--- src/rtl/sync_fifo.sv ---
// Synchronous FIFO with registered flags/count and overflow/underflow pulses.
// Define SYNC_FIFO_FWFT_EN for first-word-fall-through read data; default is registered pop data.
module sync_fifo #(
   parameter int unsigned WIDTH      = 8,
   parameter int unsigned DEPTH      = 8,
   parameter int unsigned ADDR_WIDTH = $clog2(DEPTH),
   parameter int unsigned AF_LEVEL   = DEPTH - 1,
   parameter int unsigned AE_LEVEL   = 1
) (
   input  logic                  clk,
   input  logic                  rst_n,
   input  logic                  winc,
   input  logic [WIDTH-1:0]      w_data,
   input  logic                  rinc,
   output logic [WIDTH-1:0]      r_data,
   output logic                  r_valid,
   output logic                  full,
   output logic                  empty,
   output logic                  almost_full,
   output logic                  almost_empty,
   output logic [ADDR_WIDTH:0]   count,
   output logic                  overflow,
   output logic                  underflow
);

   logic [WIDTH-1:0]    r_mem [DEPTH];
   logic [ADDR_WIDTH:0] r_wptr;
   logic [ADDR_WIDTH:0] r_rptr;
   logic [ADDR_WIDTH:0] r_count;
   logic                r_full;
   logic                r_empty;
   logic                r_afull;
   logic                r_aempty;
   logic                r_ovf;
   logic                r_udf;

   logic                w_wr_en;
   logic                w_rd_en;
   logic [ADDR_WIDTH:0] w_wptr_nxt;
   logic [ADDR_WIDTH:0] w_rptr_nxt;
   logic [ADDR_WIDTH:0] w_count_nxt;
   logic                w_full_nxt;
   logic                w_empty_nxt;
   logic                w_afull_nxt;
   logic                w_aempty_nxt;

   assign w_wr_en = winc && !r_full;
   assign w_rd_en = rinc && !r_empty;

   // Flags come from the post-edge pointers so they can be registered glitch-free.
   always_comb begin
      w_wptr_nxt   = w_wr_en ? r_wptr + 1'b1 : r_wptr;
      w_rptr_nxt   = w_rd_en ? r_rptr + 1'b1 : r_rptr;
      w_count_nxt  = w_wptr_nxt - w_rptr_nxt;
      w_full_nxt   = (w_wptr_nxt[ADDR_WIDTH] != w_rptr_nxt[ADDR_WIDTH]) &&
                     (w_wptr_nxt[ADDR_WIDTH-1:0] == w_rptr_nxt[ADDR_WIDTH-1:0]);
      w_empty_nxt  = (w_wptr_nxt == w_rptr_nxt);
      w_afull_nxt  = 32'(w_count_nxt) >= AF_LEVEL;
      w_aempty_nxt = 32'(w_count_nxt) <= AE_LEVEL;
   end

   always_ff @(posedge clk or negedge rst_n) begin
      if (!rst_n) begin
         r_wptr   <= '0;
         r_rptr   <= '0;
         r_count  <= '0;
         r_full   <= 1'b0;
         r_empty  <= 1'b1;
         r_afull  <= 1'b0;
         r_aempty <= 1'b1;
         r_ovf    <= 1'b0;
         r_udf    <= 1'b0;
      end else begin
         r_wptr   <= w_wptr_nxt;
         r_rptr   <= w_rptr_nxt;
         r_count  <= w_count_nxt;
         r_full   <= w_full_nxt;
         r_empty  <= w_empty_nxt;
         r_afull  <= w_afull_nxt;
         r_aempty <= w_aempty_nxt;
         r_ovf    <= winc && r_full;
         r_udf    <= rinc && r_empty;
      end
   end

   always_ff @(posedge clk) begin
      if (w_wr_en) begin
         r_mem[r_wptr[ADDR_WIDTH-1:0]] <= w_data;
      end
   end

`ifdef SYNC_FIFO_FWFT_EN
   // Head word is shown only while non-empty so reset forces r_data to zero.
   assign r_data  = r_empty ? '0 : r_mem[r_rptr[ADDR_WIDTH-1:0]];
   assign r_valid = !r_empty;
`else
   logic [WIDTH-1:0] r_rdata;
   logic             r_rvalid;

   always_ff @(posedge clk or negedge rst_n) begin
      if (!rst_n) begin
         r_rdata  <= '0;
         r_rvalid <= 1'b0;
      end else begin
         if (w_rd_en) begin
            r_rdata <= r_mem[r_rptr[ADDR_WIDTH-1:0]];
         end
         r_rvalid <= w_rd_en;
      end
   end

   assign r_data  = r_rdata;
   assign r_valid = r_rvalid;
`endif

   assign full         = r_full;
   assign empty        = r_empty;
   assign almost_full  = r_afull;
   assign almost_empty = r_aempty;
   assign count        = r_count;
   assign overflow     = r_ovf;
   assign underflow    = r_udf;

endmodule

--- config.mk ---
export PLATFORM = sky130hd
export DESIGN_NAME = sync_fifo
export DESIGN_NICKNAME = d
export VERILOG_FILES = /design/src/rtl/sync_fifo.sv
export SDC_FILE = /design/constraint.sdc
export NUM_CORES = 1
export LEC_CHECK = 0
export CORE_MARGIN = 3
export CORE_UTILIZATION = 40
export CTS_BUF_LIST = sky130_fd_sc_hd__clkbuf_4 sky130_fd_sc_hd__clkbuf_8
export DETAILED_ROUTE_END_ITERATION = 16
export GPL_TIMING_DRIVEN = 0
export HOLD_SLACK_MARGIN = 0.15
export PLACE_DENSITY_LB_ADDON = 0.25
export SYNTH_ARGS = -nofsm -noshare
export SYNTH_HDL_FRONTEND = slang
export SYNTH_SLANG_ARGS = --single-unit
--- constraint.sdc ---
create_clock -name clk -period 2.4 [get_ports clk]
set_input_delay 0.48 -clock clk [delete_from_list [all_inputs] [get_ports clk]]
set_output_delay 0.48 -clock clk [all_outputs]
set_load 0.05 [all_outputs]
---- Yosys cells after proc, flatten, opt, wreduce, memory -nomap -nowiden ----
Memory sizes are Yosys's and may differ from the RTL's. A register that Yosys moved wholly into a read port is not among the register bits.
Index checks and enable logic that the tools add are counted.
storage, ports and cells
  memories ................................ 1
  output and inout bits ................... 19
  word-level logic and storage cells ...... 31
  bits of input ports ..................... 12
  memory bits (read-only) ................. 0
  memory bits (writable) .................. 64
  register bits ........................... 19
  latch bits .............................. 0
operators by class
  shift operators ......................... 0
  reduce and logical (&&, ||, !) cells .... 8
  multipliers ............................. 0
  equality and inequality tests ........... 3
  mux-type cells .......................... 4
  divide/modulo/power cells ............... 0
  bitwise operators ....................... 0
  $lt $le $gt $ge ......................... 2
  add/subtract/negate cells ............... 3
memories
  memory  words  width  rd ports  clocked after memory_dff  write ports  RTL line  RTL
  r_mem   8      8      1         1                         1            26        logic [WIDTH-1:0] r_mem [DEPTH];
operators with widths
  cell                                                               count
  adder 4 x 1 -> 4 bit, second input constant                        2
  two-way mux 4 bit                                                  2
  logical AND 1 bit                                                  5
  equality test 4 bit                                                1
  greater-or-equal comparator 4 x 3 -> 1 bit, second input constant  1
  less-or-equal comparator 4 x 1 -> 1 bit, second input constant     1
  subtractor 4 bit                                                   1
  equality test 3 bit                                                1
  zero test 1 bit                                                    3
  two-way mux 1 bit                                                  2
  inequality test 1 bit                                              1

---- Depth between registers and ports, before layout ----
  depth after elaboration ................. 5
  mapped depth ............................ 10
  mapped depth without buffers ............ 9

---- Least setup slack after synthesis ----
No wires, ideal clock.
  kind .................................... register -> register
  from .................................... register r_empty (netlist: empty)
  to ...................................... register r_afull (netlist: almost_full)
  arrival ................................. 2.299 ns
  path buffers ............................ 2
  slack ................................... -0.018 ns
  clock period less this slack ............ 2.418 ns
  cell stages (with the launch flop) ...... 10
  required time ........................... 2.280 ns
  setup time .............................. 0.120 ns
  cells stage by stage .................... dfstp_2 -> nand2b_1 -> buf_6 -> clkbuf_1 -> xnor2_1 -> ha_1 -> maj3_2 -> a21oi_2 -> xor2_2 -> a31o_1
on the way
  longest elaborated chain between the ends .. 5
RTL lines
  element                                     RTL line  RTL
  start, declared                             31        logic r_empty;
  start signal, assigned                      78        r_empty <= w_empty_nxt;
  zero test 1 bit                             48        assign w_rd_en = rinc && !r_empty;
  logical AND 1 bit                           48
  two-way mux 4 bit                           53        w_rptr_nxt = w_rd_en ? r_rptr + 1'b1 : r_rptr;
  via w_rptr_nxt[0]                           40        logic [ADDR_WIDTH:0] w_rptr_nxt;
  subtractor 4 bit                            54        w_count_nxt = w_wptr_nxt - w_rptr_nxt;
  via w_count_nxt[3]                          41        logic [ADDR_WIDTH:0] w_count_nxt;
  greater-or-equal comparator 4 x 3 -> 1 bit  58        w_afull_nxt = 32'(w_count_nxt) >= AF_LEVEL;
  via w_afull_nxt                             44        logic w_afull_nxt;
  end signal, assigned                        79        r_afull <= w_afull_nxt;
  end, declared                               32        logic r_afull;
The timed path passes the listed nets, and every way through them passes these cells.

---- Worst setup path in the final report ----
  from .................................... input winc
  to ...................................... register r_afull (netlist: almost_full)
on the way
  longest elaborated chain between the ends .. 4
RTL lines
  element                                     RTL line  RTL
  start, declared                             12        input logic winc,
  logical AND 1 bit                           47        assign w_wr_en = winc && !r_full;
  two-way mux 4 bit                           52        w_wptr_nxt = w_wr_en ? r_wptr + 1'b1 : r_wptr;
  via w_wptr_nxt[0]                           39        logic [ADDR_WIDTH:0] w_wptr_nxt;
  subtractor 4 bit                            54
  via w_count_nxt[3]                          41
  greater-or-equal comparator 4 x 3 -> 1 bit  58
  via w_afull_nxt                             44
The timed path passes the listed nets, and every way through them passes these cells.

==> out/metrics.csv <==
metric,value,unit
routed-via-count,1737,
slew_headroom,34.8,%
timing.reg2reg.worst_path_depth,8,
grt_pass1_vias,1807,
cts.hold.buffers_added,0,
max_clock_freq,0.445,GHz
starting_density_of_the_core,42.0,%
crit_chain,"clkdlybuf4s50_1, nor2b_2, xor2_1, inv_1, ha_1, maj3_2, a21oi_2, xor2_2, a31o_1",
wl_met2,3170,um
regToRegStartpoint,empty,
post_dp_cell_area,3980,um^2
holdCritPathClass,in -> async,
yosys_warnings,0,
dieArea,10000,um^2
status,"finished, final reports clean",
synth-edff-count,64,
num_antenna_cells,0,
crit_path_max_fanout,4,
crit_required,2660,ps
synth_top_cell_by_area,sky130_fd_sc_hd__edfxtp_1,
synth_top_cell_area_share,54.3,%
syn_area_per_cell,18.2,um^2
grt_max_degree,28,
period_share,93.7,%
post-route-drc-count,0,
family_with_the_most_delay_on_the_worst_path,buffers and inverters,
met3RoutedLength,229,um
r2r_slack,240,ps
multiInputGateArea,883,um^2
p_leak,1.53,nW
tritoncts_clock_tree,yes,
timing.final.setup_violations,0,
flow.area_growth_from_synthesis,19.6,%
routed.top_layer,met4,
dp_hpwl,4130,um
postSynth.topFlopCell,sky130_fd_sc_hd__edfxtp_1,
worstSetupEndpointType,flop,
place_worst_setup_slack,-814,ps
first_pass_grt_wire_length,10100,um
postSynthNetCount,211,
vdd_drop_max,0.510,mV
clk_pin_slew_worst_paths,90,ps
core.rowCount,33,
ys_seq_area_share,73.5,%
cts_inserted_buffers,9,
filler_cell_count,716,
cts-htree-levels,3,
clock_tree.root_cell,sky130_fd_sc_hd__clkbuf_8,
layout-drive-gt1-share,20.4,%
chipHeight,100,um
seqCellArea,2600,um^2
max_cap_violations,0,
post_drt_via_cell_ratio,5.03,
synth_seq_cells,91,
critPathLaunch,winc,
io_buffers,30,
total_power,0.00588,W
clk-insertion-delay-late,360,ps
slew_violations,0,
die_x,100,um
totalWireLength,6340,um
ys_top_cells_by_area,"sky130_fd_sc_hd__edfxtp_1, sky130_fd_sc_hd__dfrtp_1, sky130_fd_sc_hd__mux4_2, sky130_fd_sc_hd__mux2i_1, sky130_fd_sc_hd__dfstp_2",
skew,10.5,ps
num-nets-final,251,
final_period_minus_worst_setup_slack,2250,ps
grt.total_usage,14.0,%
tightestPinTransition,974,ps
m1WireLength,2840,um
synthArstFlopShare,29.7,%
globalplace.congestion,0.768,
postLayoutCellArea,4230,um^2
syn-instance-count,195,
placeableCoreArea,8420,um^2
crit_arrival,2510,ps
cts_buffer_depth,2,
ant_nets,0,
crit_path_max_incr_delay,510,ps
regToRegEndpoint,almost_full,
pin_count,31,
hold_slack,119,ps
post_synth_instance_area,3540,um^2
setup.worst_path.class,in -> reg,
crit_buf_inv,2,
critPathSlowestCell,sky130_fd_sc_hd__clkdlybuf4s50_1,
finalHoldViolations,0,
crit_path_end,almost_full,
critical_path_depth_in_cells,9,
drtPass1Iterations,4,
p_per_area,1390,nW/um^2
grt_antenna_before_repair,0,
crit_path_start_kind,input pin,
avgRoutedWirePerCell,18.4,um
final_critical_path_setup_slack,151,ps
yosysUniqueCellTypes,28,
detailedRoute.firstIterationViolations,98,
rsz0062_at_grt,no,
cts_num_sinks,91,
global_route.overflow_total,0,
==> per-stage QoR <==
step	utilization (%)	setup TNS [ps]	cells
finish	50.3	0	345
global route	50.3	0	345
CTS	50.2	0	345
detailed placement	47.3	-10710	330
global placement	47.2	-14710	330
floorplan	-	0	195
==> report_power, final <==
| group | switching [W] | internal, W | total (W) | leakage, nW |
|---|---|---|---|---|
| Combinational | 0.00144 | 0.000985 | 0.00243 | 0.501 |
| Sequential | 0.000140 | 0.00207 | 0.00221 | 0.905 |
| Clock | 0.000536 | 0.000707 | 0.00124 | 0.124 |
==> synth_stat cells, types with 2 or more instances <==
library cell and n:
sky130_fd_sc_hd__nor3_1 3, sky130_fd_sc_hd__nand2_1 10, sky130_fd_sc_hd__clkbuf_1 2, sky130_fd_sc_hd__dfrtp_1 25
sky130_fd_sc_hd__buf_4 3, sky130_fd_sc_hd__dfstp_2 2, sky130_fd_sc_hd__nor2_1 11, sky130_fd_sc_hd__xnor2_1 5
sky130_fd_sc_hd__xor2_1 5, sky130_fd_sc_hd__nand2b_1 4, sky130_fd_sc_hd__ha_1 4, sky130_fd_sc_hd__mux2i_1 9
sky130_fd_sc_hd__nand3b_1 3, sky130_fd_sc_hd__mux4_2 16, sky130_fd_sc_hd__inv_1 9, sky130_fd_sc_hd__edfxtp_1 64
sky130_fd_sc_hd__and2_1 2, sky130_fd_sc_hd__o21ai_0 8
==> area by class of cell <==
| class | count | area share (%) |
|---|---|---|
| inverter | 9 | 0.798 |
| clock inverter | 6 | 2.66 |
| timing repair buffer | 30 | 6.98 |
| buffer | 6 | 1.06 |
| clock buffer | 10 | 3.10 |
| tap | 105 | 3.10 |
| multi-input combinational | 88 | 20.9 |
| sequential | 91 | 61.4 |
==> cell usage in the layout, fill, tap and decap left out, types with 4 or more instances in the layout <==
master and count:
sky130_fd_sc_hd__clkbuf_8 9, sky130_fd_sc_hd__clkdlybuf4s50_1 29, sky130_fd_sc_hd__dfrtp_1 25, sky130_fd_sc_hd__edfxtp_1 64
sky130_fd_sc_hd__ha_1 4, sky130_fd_sc_hd__inv_1 9, sky130_fd_sc_hd__mux2i_1 8, sky130_fd_sc_hd__mux4_2 16
sky130_fd_sc_hd__nand2_1 10, sky130_fd_sc_hd__nand2b_1 4, sky130_fd_sc_hd__nor2_1 10, sky130_fd_sc_hd__o21ai_0 8
sky130_fd_sc_hd__xnor2_1 5, sky130_fd_sc_hd__xor2_1 5
==> state kept, by name, indices dropped and copies added, names as in the netlist, 4 cells and up <==
register and count:
count 4, r_wptr 4, r_rptr 4, r_data 8
r_mem 64
==> worst min-delay path by stage <==
| stage | from | to | slack (ps) |
|---|---|---|---|
| floorplan | rst_n | almost_full | 180 |
| global placement | r_data[4] | r_data[4] | 460 |
| detailed placement | r_data[1] | r_data[1] | 470 |
| CTS | r_data[1] | r_data[1] | 490 |
| global route | rst_n | count[1] | 150 |
| finish | rst_n | count[1] | 120 |
==> logic make-up (layout without fill, tap and decap cells) <==
group | after synthesis | in the layout | synth area share, %
AO/OA/AOI/OAI | 10 | 10 | 1.63
AND/OR/NAND/NOR | 36 | 36 | 4.84
adder cells (fa/ha/maj) | 5 | 5 | 1.73
buffers and inverters | 16 | 61 | 2.26
XOR/XNOR | 11 | 11 | 2.93
flip-flops | 91 | 91 | 73.5
multiplexers | 26 | 26 | 13.1
==> what timing repair did <==
action	CTS	global route
resized for setup	2	3
setup buffers	0	0
setup endpoints to repair	5	2
==> metal layers <==
layer / GRT usage, % / up-vias
met5: 0 / -
met4: 5.28 / 0
met3: 4.38 / 11
met2: 22.4 / 31
met1: 18.2 / 883
li1: - / 812
(Power assumes the default switching activity.)
